`config.mk`:
```
export PLATFORM = sky130hd
export DESIGN_NAME = dpram_porta_arb
export DESIGN_NICKNAME = d
export VERILOG_FILES = /design/src/rtl/dpram_porta_arb.sv
export SDC_FILE = /design/constraint.sdc
export NUM_CORES = 1
export LEC_CHECK = 0
export ABC_CLOCK_PERIOD_IN_PS = 2000
export BUFFER_PORTS_ARGS = -buffer_cell sky130_fd_sc_hd__buf_2
export CAP_MARGIN = 10
export CELL_PAD_IN_SITES_DETAIL_PLACEMENT = 2
export CELL_PAD_IN_SITES_GLOBAL_PLACEMENT = 2
export CORE_MARGIN = 5
export CORE_UTILIZATION = 19
export CTS_BUF_LIST = sky130_fd_sc_hd__clkbuf_4
export CTS_CLUSTER_DIAMETER = 50
export DETAILED_ROUTE_END_ITERATION = 10
export HOLD_SLACK_MARGIN = 0.03
export PLACE_DENSITY_LB_ADDON = 0.1
export SYNTH_ARGS = -nofsm -noshare
export SYNTH_HDL_FRONTEND = slang
export SYNTH_SLANG_ARGS = --single-unit
```
`constraint.sdc`:
```
create_clock -name clk -period 2 [get_ports clk]
set_clock_uncertainty 0.05 [all_clocks]
set_input_delay 0.4 -clock clk [delete_from_list [all_inputs] [get_ports clk]]
set_output_delay 0.4 -clock clk [all_outputs]
set_load 0.005 [all_outputs]
```
`src/rtl/dpram_porta_arb.sv`:
```
// Round-robin arbiter sharing RAM port A between two valid/ready requesters,
// with a burst limit under contention and one-cycle read-response strobes.
module dpram_porta_arb #(
    parameter int unsigned aw       = 8,
    parameter int unsigned dw       = 8,
    parameter int unsigned maxburst = 4
) (
    input  logic          clk,
    input  logic          rst_n,

    input  logic          req0_valid,
    output logic          req0_ready,
    input  logic          req0_we,
    input  logic [aw-1:0] req0_addr,
    input  logic [dw-1:0] req0_wdata,
    output logic          rsp0_valid,

    input  logic          req1_valid,
    output logic          req1_ready,
    input  logic          req1_we,
    input  logic [aw-1:0] req1_addr,
    input  logic [dw-1:0] req1_wdata,
    output logic          rsp1_valid,

    output logic [dw-1:0] rsp_data,

    output logic [aw-1:0] ram_addr,
    output logic [dw-1:0] ram_din,
    output logic          ram_wen,
    input  logic [dw-1:0] ram_dout
);

    localparam int unsigned cw = 8;
    localparam logic [cw-1:0] cnt_max   = '1;
    localparam logic [cw-1:0] burst_lim = cw'(maxburst);

    if (maxburst < 1 || maxburst > 255) begin : g_bad_maxburst
        $error("dpram_porta_arb: maxburst must be in 1..255");
    end

    logic          owner_q;
    logic          owner_d;
    logic [cw-1:0] cnt_q;
    logic [cw-1:0] cnt_d;
    logic          rsp0_d;
    logic          rsp1_d;

    logic          owner_valid;
    logic          other_valid;
    logic          yield;
    logic          grant_valid;
    logic          grant_id;
    logic          grant_we;

    // State register
    always_ff @(posedge clk or negedge rst_n) begin
        if (!rst_n) begin
            owner_q    <= 1'b1;
            cnt_q      <= '0;
            rsp0_valid <= 1'b0;
            rsp1_valid <= 1'b0;
        end else begin
            owner_q    <= owner_d;
            cnt_q      <= cnt_d;
            rsp0_valid <= rsp0_d;
            rsp1_valid <= rsp1_d;
        end
    end

    // Grant selection; cnt==0 only before the first accept, so the
    // reset owner yields the first tie and requester 0 goes first.
    always_comb begin
        owner_valid = 1'b0;
        other_valid = 1'b0;
        yield       = 1'b0;
        grant_valid = 1'b0;
        grant_id    = 1'b0;
        grant_we    = 1'b0;

        owner_valid = owner_q ? req1_valid : req0_valid;
        other_valid = owner_q ? req0_valid : req1_valid;
        yield       = other_valid && ((cnt_q >= burst_lim) || (cnt_q == '0));

        if (rst_n) begin
            if (owner_valid && !yield) begin
                grant_valid = 1'b1;
                grant_id    = owner_q;
            end else if (other_valid) begin
                grant_valid = 1'b1;
                grant_id    = ~owner_q;
            end
        end

        grant_we = grant_id ? req1_we : req0_we;
    end

    // Next-state: burst counter, ownership and response strobes
    always_comb begin
        owner_d = owner_q;
        cnt_d   = cnt_q;
        rsp0_d  = 1'b0;
        rsp1_d  = 1'b0;

        if (grant_valid) begin
            if (grant_id == owner_q) begin
                if (cnt_q != cnt_max) begin
                    cnt_d = cnt_q + cw'(1);
                end
            end else begin
                owner_d = grant_id;
                cnt_d   = cw'(1);
            end
            rsp0_d = !grant_id && !grant_we;
            rsp1_d =  grant_id && !grant_we;
        end
    end

    // Outputs: handshakes and port-A drive, requester 0 fields when idle
    always_comb begin
        req0_ready = 1'b0;
        req1_ready = 1'b0;
        ram_addr   = req0_addr;
        ram_din    = req0_wdata;
        ram_wen    = 1'b0;

        if (grant_valid) begin
            req0_ready = !grant_id;
            req1_ready =  grant_id;
            ram_wen    = grant_we;
            if (grant_id) begin
                ram_addr = req1_addr;
                ram_din  = req1_wdata;
            end
        end
    end

    assign rsp_data = ram_dout;

endmodule
```
### Yosys cells after proc, flatten, opt, wreduce, memory -nomap -nowiden

Cells that the tools add are included.

| storage, ports and cells | value |
|---|---|
| bits in registers | 11 |
| input bits | 46 |
| output and inout bits | 29 |
| logic and storage cells | 42 |

| operators by class | value |
|---|---|
| add/subtract/negate cells | 1 |
| order comparisons | 1 |
| equal/unequal tests | 3 |
| multiplexer cells | 20 |
| bitwise operators | 2 |
| reduce and logical (&&, ||, !) cells | 11 |

Operators by type and width:

| cell | count |
|---|---|
| 8-bit 2-to-1 mux | 6 |
| 1-bit 2-to-1 mux | 14 |
| 8-bit by 1-bit adder with 8-bit output, second input constant | 1 |
| 8-bit by 3-bit >= comparator with 1-bit output, second input constant | 1 |
| 8-bit zero test | 1 |
| 8-bit != test, second input constant | 1 |
| 1-bit logical AND | 4 |
| 2-bit AND reduction | 2 |
| 1-bit zero test | 3 |
| 2-bit by 1-bit != test with 1-bit output, second input constant | 1 |
| 1-bit inverter | 2 |
| 1-bit == test | 1 |
| 1-bit logical OR | 1 |

### Logic depth before layout (Yosys ltp)

Gate-level depths: netlist of run 1.

| depth | value |
|---|---|
| depth after elaboration | 11 |
| mapped depth | 7 |
| mapped depth without buffers | 6 |

### Worst setup path after synthesis of run 1

Ideal clock, no wire load.

| timing | value |
|---|---|
| path type | register -> output |
| from | register cnt_q[0] |
| to | output port ram_addr[0] |
| arrival time | 1.677 ns |
| required time | 1.550 ns |
| path slack | -0.127 ns |
| cell stages (with the launch flop) | 8 |
| path buffers | 1 |
| path through | dfrtp_1 -> inv_1 -> ha_1 -> nor4_4 -> a21oi_2 -> nor3_4 -> buf_6 -> mux2_4 |

| on the way | value |
|---|---|
| cells in the longest elaborated chain, start to end | 9 |
| elaborated cells on any way between the ends | 12 |
| those cells by class | order compare (1); mux (6); reduce/logical (5) |

RTL lines:

| what | RTL line | RTL |
|---|---|---|
| start, declared | 43 | `logic [cw-1:0] cnt_q;` |
| start signal, assigned | 64 | `cnt_q <= cnt_d;` |
| 8-bit by 3-bit >= comparator with 1-bit output or 8-bit zero test (tied branches) | 82 | `yield = other_valid && ((cnt_q >= burst_lim) \|\| (cnt_q == '0));` |
| 1-bit logical OR (*) | 82 |  |
| 1-bit logical AND (*) | 82 |  |
| 1-bit zero test (*) | 85 | `if (owner_valid && !yield) begin` |
| 1-bit logical AND (*) | 85 |  |
| 1-bit 2-to-1 mux | 85 |  |
| 1-bit 2-to-1 mux | 84 | `if (rst_n) begin` |
| 8-bit 2-to-1 mux | 130 | `if (grant_id) begin` |
| 8-bit 2-to-1 mux (*) | 126 | `if (grant_valid) begin` |
| end, declared | 27 | `output logic [aw-1:0] ram_addr,` |

Mark *: on every way between the ends. The rest lies on a longest branch, timed or not.

### Worst setup path in the final report of run 1

| timing | value |
|---|---|
| from | register cnt_q[1] |
| to | output port ram_din[1] |

| on the way | value |
|---|---|
| cells in the longest elaborated chain, start to end | 9 |
| elaborated cells on any way between the ends | 12 |
| those cells by class | order compare (1); mux (6); reduce/logical (5) |

RTL lines:

| what | RTL line | RTL |
|---|---|---|
| 8-bit by 3-bit >= comparator with 1-bit output or 8-bit zero test (tied branches) | 82 |  |
| 1-bit logical OR (*) | 82 |  |
| 1-bit logical AND (*) | 82 |  |
| 1-bit zero test (*) | 85 |  |
| 1-bit logical AND (*) | 85 |  |
| 1-bit 2-to-1 mux | 85 |  |
| 1-bit 2-to-1 mux | 84 |  |
| 8-bit 2-to-1 mux | 130 |  |
| 8-bit 2-to-1 mux (*) | 126 |  |
| end, declared | 28 | `output logic [dw-1:0] ram_din,` |

Marked as above.

==> key figures, run 1 <==
Power and ir drop
  • Static Leak: just over 0.8 nW
  • Gate power share: 0.617
  • Switching Share: 0.3431
  • Power share of the clock group: 0.142
  • Psw: 441.3 uW
  • Sequential Power Share: 0.240
  • Final Total Pwr: roughly 1.3 mW
  • VDD IR-drop max: ~0.25 mV
  • Internal Power: 844.9 uW
  • PwrDens: ~750 mW/mm^2

Floorplanning
  • Ports: 75
  • Initial Utilization: 0.1953
  • Core Box Area: around 0.0051 sq mm
  • Std cell rows: 26
  • Die area: ~0.0068 sq mm
  • Die span in x: just over 80 um
  • Height of the die: between 80 and 90 um

Finish
  • P&R area growth vs syn: 73.74%
  • Non-filler cells, final: roughly 250
  • Fraction of layout cells with a size suffix above 1: 0.6648
  • # fillers: just under 600
  • # diodes: 0
  • Net count, final: around 230

Setup path
  • Required @ worst endpoint: between 1.5 and 2 ns
  • Endpoint class of the critical path: primary output
  • Crit-path max FO: 9
  • Crit path max-delay family: simple AND/OR/NAND/NOR gates
  • Origin of the critical flop-to-flop path: cnt_q[1]$_DFFE_PN0P_
  • Slowest stage delay, CP: about 0.37 ns
  • Slowest-stage cell, CP: dfrtp_1
  • Worst Setup SP: cnt_q[1]$_DFFE_PN0P_
  • Worst setup path endpoint: ram_din[1]
  • RR Endpoint: owner_q$_DFFE_PN1P_
  • Cell chain of the critical path: inv_2 > ha_4 > nor4_4 > and4b_4 > nor3_4 > buf_12 > buf_16 > mux2_4 > buf_6
  • Crit path DAT: around 2.1 ns
  • CP Class: reg -> out
  • Worst path depth: 9
  • Crit path launch type: flip-flop
  • R2R setup slack: 0.14 ns
  • Crit path buffers/inverters: 4
  • FF-to-FF path depth: 10

Drt
  • Final wirelength: ~4000 um
  • DRC viols: 0
  • DRT antenna net count: 0
  • Vias per cell: roughly 4.4
  • DRT iter0 DRCs: 13
  • Number of iterations in the first detailed-routing pass: 3
  • Via count: 1088
  • Wire per inst: between 15 and 20 um

STA
  • Worst-Margin Slew: about 0.36 ns
  • Relative max-transition margin: 0.7603
  • Hold Vio Cnt, Final: 0
  • Crit share post-route: 1.277
  • Fmax: around 390 MHz
  • Final worst slack: -0.5544 ns
  • WHS: 0.04211 ns
  • Slew Viols, Final: 0
  • Setup TNS: -9.996 ns
  • Final Critical Period: around 2.6 ns
  • Setup-failing EPs final: 19
  • RSZ-0062 raised after global routing: yes

Placement
  • Dpl hpwl: about 3300 um
  • PortBufs: 58
  • Dpl cells: approximately 230
  • Setup WS pre-CTS: -0.3064 ns
  • RePlAce Congestion: 0.7349

Global routing
  • Vias in the first global route: around 1200
  • Initial antenna violation count: 0
  • Global-route wire length before repair: roughly 6100 um
  • Largest net degree at the start of global routing: 14
  • Remaining global-route overflow: 0
  • GRT Util Overall: 0.1212

Status
  • Outcome: finished, violations left
  • Violated checks: setup timing

CTS
  • Clock transition at the registers of the reported paths: ~0.09 ns
  • TritonCTS Buffers: 3
  • H-tree levels: 1
  • CTS tree: done
  • CTS Sinks: 11
  • Clock Root Buffer: clkbuf_4
  • CTS Buffer Depth: 2
  • Clock Latency Late Sink: between 0.2 and 0.3 ns
  • Hold buffers post-CTS: 0

Yosys
  • Commonest cells post-synth: mux2_4, dfrtp_1, buf_4
  • Post-synth top area share: 0.2525
  • Most used DFF post-synth: dfrtp_1
  • Top-count cell post-synth: mux2_4
  • EDFF count, synth: 0
  • Syn Inst Count: 100
  • Avg Inst Size Synth: roughly 9.9 sq um
  • Post-synthesis net count: around 150
  • Mapped Area: ~990 sq um
  • Syn. warnings: 0
  • Largest cells by area after synthesis: dfrtp_1, mux2_4, buf_4
  • Number of library cell types mapped by synthesis: 33
  • Post-synthesis sequential area ratio: 0.2790
  • Share of synthesized flip-flops with an asynchronous set or reset: 1.000
  • Most area-hungry cell type in the Yosys netlist: dfrtp_1
  • Seq cells post-synth: 11

Worst hold path
  • Hold crit path type: in -> async

Run
  • Max-Cap Viols: 0
## power by group through the flow
stage / logic (mW) / registers (mW) / clock network (mW)
floorplan: 0.328 / 0.325 / 0
global placement: 0.563 / 0.309 / 0
detailed placement: 0.581 / 0.313 / 0
CTS: 0.758 / 0.310 / 0.190
global route: 0.860 / 0.315 / 0.198
finish: 0.794 / 0.309 / 0.183
## flip-flops by register name (all words and copies together), names as in the netlist
name / count
cnt_q: 8
rsp1_valid: 1
rsp0_valid: 1
owner_q: 1
## cells in the final DEF, fill, tap and decap left out, drive strengths merged
cell type,count
a211oi,3
a21o,1
a21oi,5
a311o,1
a31oi,1
and3,1
and4,1
and4b,1
buf,86
clkbuf,4
dfrtp,10
dfstp,1
ha,2
inv,4
mux2,16
mux2i,1
nand2,7
nand3,5
nand4,2
nor2,7
nor2b,2
nor3,8
nor3b,1
nor4,4
o21a,2
o21ai,2
or3,1
## how the worst min path moves through the flow
stage                                      end  slack [ns]  depth (start not counted)
after floorplan           cnt_q[0]$_DFFE_PN0P_        0.05                          0
after global placement    cnt_q[3]$_DFFE_PN0P_        0.35                          2
after detailed placement  cnt_q[3]$_DFFE_PN0P_        0.35                          2
after CTS                 cnt_q[5]$_DFFE_PN0P_        0.05                          2
after global routing      cnt_q[4]$_DFFE_PN0P_        0.05                          2
final                     cnt_q[3]$_DFFE_PN0P_        0.04                          2
## final cells by class
type,instances,area (sq um),area share
Timing Repair Buffer,86,663.1,0.3852
Multi-Input combinational cell,74,649.4,0.3772
Sequential cell,11,276.5,0.1606
Tap cell,70,87.58,0.05087
Clock buffer,4,30.03,0.01744
Inverter,4,15.01,0.008721
## metal layers
metal  share of wire  up-vias  global-route usage
li1                -      515                   -
met1            0.39      523              0.1183
met2            0.52       48              0.2436
met3           0.090        2             0.03579
met4          0.0040        0             0.02990
met5               0        -                   0
## through the flow
stage,area [sq um],utilization
after CTS,1668,0.3286
after global placement,1425,0.2808
after detailed placement,1425,0.2808
final,1722,0.3393
after floorplan,993.5,-
after global routing,1722,0.3393
## cell families (layout without fill, tap and decap cells)
| family | count (synthesis) | in the layout | synth area share |
|---|---|---|---|
| AO/OA/AOI/OAI | 15 | 15 | 0.1010 |
| buffers and inverters | 15 | 94 | 0.1023 |
| adder cells (fa/ha/maj) | 2 | 2 | 0.02525 |
| multiplexers | 17 | 17 | 0.2487 |
| AND/OR/NAND/NOR | 40 | 40 | 0.2437 |
| flip-flops | 11 | 11 | 0.2790 |
## repair_timing
item	CTS	global route
endpoints found under the setup margin	19	21
cloned	1	0
setup buffers	9	2
resized for setup	22	8
pin swaps	1	1
endpoints found under the hold margin	0	0
(Power assumes the default switching activity.)
==> run 2, diff against run 1 <==
Settings changed: CTS_BUF_LIST sky130_fd_sc_hd__clkbuf_4 to default.
==> run 2 against run 1 <==
- the run still ends with setup timing left
- flip-flop and latch count stayed put
- clock power is 34% higher
- non-clock buffer count stayed put
- die area stayed put
==> key figures, run 2 (synthesis results as in run 1) <==
Floorplanning
  • Core Box Area: 0.005075 sq mm (unchanged)
  • Height of the die: 82.22 um (unchanged)
  • Die area: 0.006760 sq mm (unchanged)
  • Ports: 75 (unchanged)
  • Initial Utilization: 0.1953 (unchanged)
  • Std cell rows: 26 (unchanged)
  • Die span in x: 82.22 um (unchanged)

Finish
  • Non-filler cells, final: 249 (unchanged)
  • Most frequent cells in the layout: buf_2, buf_4, buf_6
  • Net count, final: 228 (unchanged)
  • Largest Register: cnt_q
  • Most common cell after layout, fill and taps aside: buf_2
  • Final instance area: 0.001734 sq mm (+0.73%)
  • # diodes: 0 (unchanged)
  • Fraction of layout cells with a size suffix above 1: 0.6536 (-0.01117)
  • P&R area growth vs syn: 75.00%
  • Largest register FFs: 8 (unchanged)

Setup path
  • RR Endpoint: cnt_q[0]$_DFFE_PN0P_
  • FF-to-FF path depth: 8 (-2)
  • Required @ worst endpoint: 1.55 ns (about the same)
  • Crit path DAT: 2.06 ns (-0.04 ns)
  • Crit path launch type: flip-flop
  • Origin of the critical flop-to-flop path: cnt_q[0]$_DFFE_PN0P_
  • Crit-path max FO: 9 (unchanged)
  • Endpoint class of the critical path: primary output
  • R2R setup slack: 0.11 ns (-0.03 ns)
  • CP Class: reg -> out

Global routing
  • Initial antenna violation count: 0 (unchanged)
  • Largest net degree at the start of global routing: 14 (unchanged)
  • Remaining global-route overflow: 0 (unchanged)
  • Global-route wire length before repair: 6161 um (+0.44%)
  • Vias in the first global route: 1207 (-0.41%)
  • GRT Util Overall: 0.1221 (+0.0009064)

CTS
  • CTS Buffer Depth: 2 (unchanged)
  • Clock Latency Late Sink: 0.25 ns (-0.03 ns)
  • Clock transition at the registers of the reported paths: 0.06 ns (-0.03 ns)
  • H-tree levels: 1 (unchanged)
  • CTS tree: done
  • Clock Root Buffer: clkbuf_8
  • TritonCTS Buffers: 3 (unchanged)
  • CTS Sinks: 11 (unchanged)

Power and ir drop
  • Final Total Pwr: 1.347 mW (+4.7%)
  • Psw: 450.9 uW (+2.2%)
  • VDD IR-drop max: 0.2958 mV (+18%)
  • PwrDens: 776.7 mW/mm^2 (+4.0%)
  • Static Leak: 0.8292 nW (+0.72%)
  • Switching Share: 0.3348 (-0.008318)
  • Gate power share: 0.589 (-0.028)
  • Internal Power: 895.9 uW (+6.0%)
  • Power share of the clock group: 0.182 (+0.040)
  • Sequential Power Share: 0.229 (-0.011)

Status
  • Violated checks: setup timing
  • Outcome: finished, violations left

Drt
  • Wire per inst: 16.39 um (+0.77%)
  • Via count: 1091 (+0.28%)
  • Final wirelength: 4080 um (+0.77%)
  • Vias per cell: 4.382 (+0.28%)
  • DRC viols: 0 (unchanged)
  • DRT antenna net count: 0 (unchanged)
  • Number of iterations in the first detailed-routing pass: 3 (unchanged)
  • DRT iter0 DRCs: 12 (-1)

Placement
  • PortBufs: 58 (unchanged)
  • Dpl cells: 234 (unchanged)
  • Dpl hpwl: 3268 um (unchanged)
  • Placed standard-cell area: 0.001425 sq mm (unchanged)
  • RePlAce Congestion: 0.7349 (unchanged)

STA
  • Final Critical Period: 2.514 ns (-0.04056 ns)
  • Relative max-transition margin: 0.7606 (about the same)
  • Hold Vio Cnt, Final: 0 (unchanged)
  • Final worst slack: -0.5139 ns (+0.04056 ns)
  • Worst-Margin Slew: 0.3553 ns (-0.0004745 ns)
  • Fmax: 397.8 MHz (+1.6%)
  • Setup-failing EPs final: 19 (unchanged)
  • Setup TNS: -9.225 ns (+0.7718 ns)
  • Slew Viols, Final: 0 (unchanged)
  • Crit share post-route: 1.257 (-0.02028)
  • RSZ-0062 raised after global routing: yes

Worst hold path
  • Hold crit path type: in -> async

Run
  • Max-Cap Viols: 0 (unchanged)
-- run 2: changes by cell type in the layout (fill, tap and decap cells not counted) --
cell / before / now
ha_2: 1 / 0
clkbuf_8: 0 / 3
ha_1: 0 / 1
clkbuf_1: 0 / 1
clkbuf_4: 4 / 0
-- run 2: repair_timing --
item	4_1_cts	5_1_grt
pin swaps	1	1
hold endpoints to repair	0	0
cloned	1	0
buffers inserted	9	2
gates resized for setup	22	7
endpoints found under the setup margin	19	20
hold buffers	0	0
-- run 2: worst max path at each step --
| stage | start | endpoint | slack, ns | cells past startpoint |
|---|---|---|---|---|
| 2_1_floorplan | cnt_q[0]$_DFFE_PN0P_ | ram_addr[0] | -0.08 | 7 |
| 3_3_place_gp | cnt_q[0]$_DFFE_PN0P_ | ram_addr[7] | -0.23 | 8 |
| 3_5_place_dp | cnt_q[1]$_DFFE_PN0P_ | ram_addr[7] | -0.31 | 8 |
| 4_1_cts | cnt_q[0]$_DFFE_PN0P_ | ram_din[3] | -0.52 | 9 |
| 5_1_grt | cnt_q[1]$_DFFE_PN0P_ | ram_din[1] | -0.62 | 9 |
| 6_report | cnt_q[1]$_DFFE_PN0P_ | ram_din[1] | -0.51 | 9 |
-- run 2: per-stage QoR --
stage	setup slack, ns	hold slack, ns	utilization
after global routing	-0.6238	0.09415	0.3417
after global placement	-0.2271	0.3458	0.2808
after CTS	-0.5226	0.09161	0.3316
after detailed placement	-0.3064	0.3543	0.2808
final	-0.5139	0.06737	0.3417
after floorplan	-0.07810	0.05441	-
-- run 2: cell type report --
| type | count | area, sq um |
|---|---|---|
| Timing Repair Buffer | 86 | 663.1 |
| Clock buffer | 4 | 45.04 |
| Sequential cell | 11 | 276.5 |
| Fill cell | 591 | 3341 |
| Multi-Input combinational cell | 74 | 646.9 |
| Tap cell | 70 | 87.58 |
| Inverter | 4 | 15.01 |
-- run 2: worst max-delay path, cell delays in order, from the launching register on --
cell     delay (ns)
dfrtp_1        0.36
inv_2          0.06
ha_4           0.16
nor4_4         0.19
and4b_4        0.31
nor3_4         0.05
buf_12         0.13
buf_16         0.14
mux2_4         0.30
buf_6          0.12
-- run 2: power by group through the flow --
stage / sequential, mW / combinational (mW) / clock, mW
6_report: 0.309 / 0.793 / 0.245
5_1_grt: 0.315 / 0.859 / 0.258
3_5_place_dp: 0.313 / 0.581 / 0
2_1_floorplan: 0.325 / 0.328 / 0
4_1_cts: 0.311 / 0.758 / 0.247
3_3_place_gp: 0.309 / 0.563 / 0
-- run 2: routing by layer --
layer  track usage  wire (um)  vias to the layer above  share of wire
li1              -          -                      516              -
met1        0.1197       1558                      519           0.38
met2        0.2428       2108                       51           0.52
met3       0.03905        378                        5          0.093
met4       0.02990         33                        0         0.0081
met5             0          0                        -              0
==> run 3, diff against run 2 <==
Settings changed: ABC_CLOCK_PERIOD_IN_PS 2000 to 2900, BUFFER_PORTS_ARGS -buffer_cell sky130_fd_sc_hd__buf_2 to default, CORE_UTILIZATION 19 to 35, DONT_BUFFER_PORTS from default to 1.
Clock period 2 ns to 2.9 ns, I/O delays scaled along.
==> run 3 against run 2 <==
- the run now ends clean
- count of clock-buffer cells in the layout unchanged
- sequential share of layout area up 11 points
- register-to-register slack better by 0.92 ns
- design area fell by 41%
- critical path type unchanged
- highest routed layer unchanged
==> key figures, run 3 (synthesis results as in run 1) <==
Setup path
  • Crit-path max FO: 16 (+7)
  • Required @ worst endpoint: 2.27 ns (+0.72 ns)
  • Crit path launch type: flip-flop
  • Crit path DAT: 2.08 ns (+0.02 ns)
  • FF-to-FF path depth: 6 (-2)
  • CP Class: reg -> out
  • Endpoint class of the critical path: primary output

Floorplanning
  • Ports: 75 (unchanged)
  • Initial Utilization: 0.3625 (+0.1672)
  • Height of the die: 63.21 um (-23%)
  • Die area: 0.003996 sq mm (-41%)
  • Die span in x: 63.21 um (-23%)
  • Std cell rows: 19 (-27%)
  • Core Box Area: 0.002734 sq mm (-46%)

Drt
  • Via count: 785 (-28%)
  • Final wirelength: 2663 um (-35%)
  • DRC viols: 0 (unchanged)
  • DRT iter0 DRCs: 7 (-5)
  • Vias per cell: 6.085 (+39%)
  • Number of iterations in the first detailed-routing pass: 4 (+1)
  • Wire per inst: 20.64 um (+26%)
  • DRT antenna net count: 0 (unchanged)

Global routing
  • Remaining global-route overflow: 0 (unchanged)
  • Vias in the first global route: 807 (-33%)
  • Global-route wire length before repair: 4250 um (-31%)
  • GRT Util Overall: 0.1325 (+0.01039)
  • Largest net degree at the start of global routing: 17 (+3)
  • Initial antenna violation count: 0 (unchanged)

CTS
  • TritonCTS Buffers: 3 (unchanged)
  • Clock Root Buffer: clkbuf_4
  • Clock Latency Late Sink: 0.27 ns (+0.02 ns)
  • CTS tree: done
  • CTS Buffer Depth: 2 (unchanged)
  • Clock transition at the registers of the reported paths: 0.08 ns (+0.02 ns)
  • CTS Sinks: 11 (unchanged)
  • H-tree levels: 1 (unchanged)

STA
  • Relative max-transition margin: 0.6624 (-0.09823)
  • Slew Viols, Final: 0 (unchanged)
  • Setup-failing EPs final: 0 (-19)
  • Hold Vio Cnt, Final: 0 (unchanged)
  • Setup TNS: 0 ns (+9.225 ns)
  • Final worst slack: 0.1903 ns (+0.7041 ns)
  • Worst-Margin Slew: 0.5064 ns (+0.1511 ns)
  • RSZ-0062 raised after global routing: no
  • Crit share post-route: 0.9344
  • Fmax: ~370 MHz
  • Final Critical Period: around 2.7 ns

Placement
  • RePlAce Congestion: 0.6828 (-7.1%)
  • Dpl hpwl: 2186 um (-33%)
  • Setup WS pre-CTS: 0.3622 ns (+0.6685 ns)
  • Placed standard-cell area: 973.4 sq um (-32%)
  • PortBufs: 0 (-100%)

Power and ir drop
  • PwrDens: 586.8 mW/mm^2 (-24%)
  • VDD IR-drop max: 0.4426 mV (+50%)
  • Static Leak: 0.4159 nW (-50%)

Finish
  • Largest register FFs: 8 (unchanged)
  • # diodes: 0 (unchanged)
  • Net count, final: 147 (-36%)
  • Most frequent cells in the layout: mux2_4, dfrtp_1, nand2_1, nor2_1, nor3_1
  • Final instance area: 0.001018 sq mm (-41%)
  • Most common cell after layout, fill and taps aside: mux2_4
  • Fraction of layout cells with a size suffix above 1: 0.3061 (-0.3475)
  • P&R area growth vs syn: 2.778%
  • Final core utilization: 0.3725 (+0.03082)
  • Largest Register: cnt_q

Worst hold path
  • Hold crit path type: in -> async

Status
  • Outcome: completed

Run
  • Max-Cap Viols: 0 (unchanged)
## run 3: stage by stage
stage	cells	total power, mW	hold slack [ns]
floorplan	100	0.4485	0.2344
global placement	124	0.4785	0.2348
detailed placement	124	0.4862	0.2348
CTS	129	0.6075	0.08105
global route	129	0.6462	0.06931
finish	129	0.5976	0.09124
## run 3: critical path: stages, from the launching register on
cell and delay [ns]:
dfrtp_2 0.41, inv_1 0.05, ha_1 0.22, nor4_4 0.20, a21oi_2 0.12, nor3_4 0.23
buf_8 0.21, mux2_2 0.36
## run 3: final cells by class
class | count | area [sq um]
Fill cell | 300 | 1715
Timing Repair Buffer | 5 | 47.55
Clock buffer | 4 | 26.28
Multi-Input combinational cell | 74 | 613.1
Sequential cell | 11 | 277.8
Inverter | 4 | 15.01
Tap cell | 31 | 38.79
## run 3: repair_timing
item	4_1_cts	5_1_grt
hold buffers	1	0
resized for setup	0	3
endpoints found under the hold margin	10	0
endpoints found under the setup margin	0	12
setup buffers	0	0
## run 3: layer usage
| layer | routed length (um) | GRT usage |
|---|---|---|
| met5 | 0 | 0 |
| met4 | 21 | 0.04416 |
| met3 | 425 | 0.07282 |
| met2 | 1222 | 0.2141 |
| met1 | 994 | 0.1472 |
## run 3: final timing paths
path / from / to / slack (ns)
worst max-delay path: cnt_q[0]$_DFFE_PN0P_ / ram_addr[7] / 0.19
worst min-delay path: rst_n / owner_q$_DFFE_PN1P_ / 0.09
worst max register to register: cnt_q[0]$_DFFE_PN0P_ / cnt_q[5]$_DFFE_PN0P_ / 1.03
worst min register to register: owner_q$_DFFE_PN1P_ / owner_q$_DFFE_PN1P_ / 0.50
max in group asynchronous: rst_n / cnt_q[0]$_DFFE_PN0P_ / 1.79
min in group clk: req0_we / rsp0_valid$_DFF_PN0_ / 0.32
## run 3: power breakdown
part           internal (mW)  switching, mW  total, mW
Combinational          0.132          0.119      0.252
Sequential             0.188         0.0449      0.233
Clock                 0.0533         0.0598      0.113
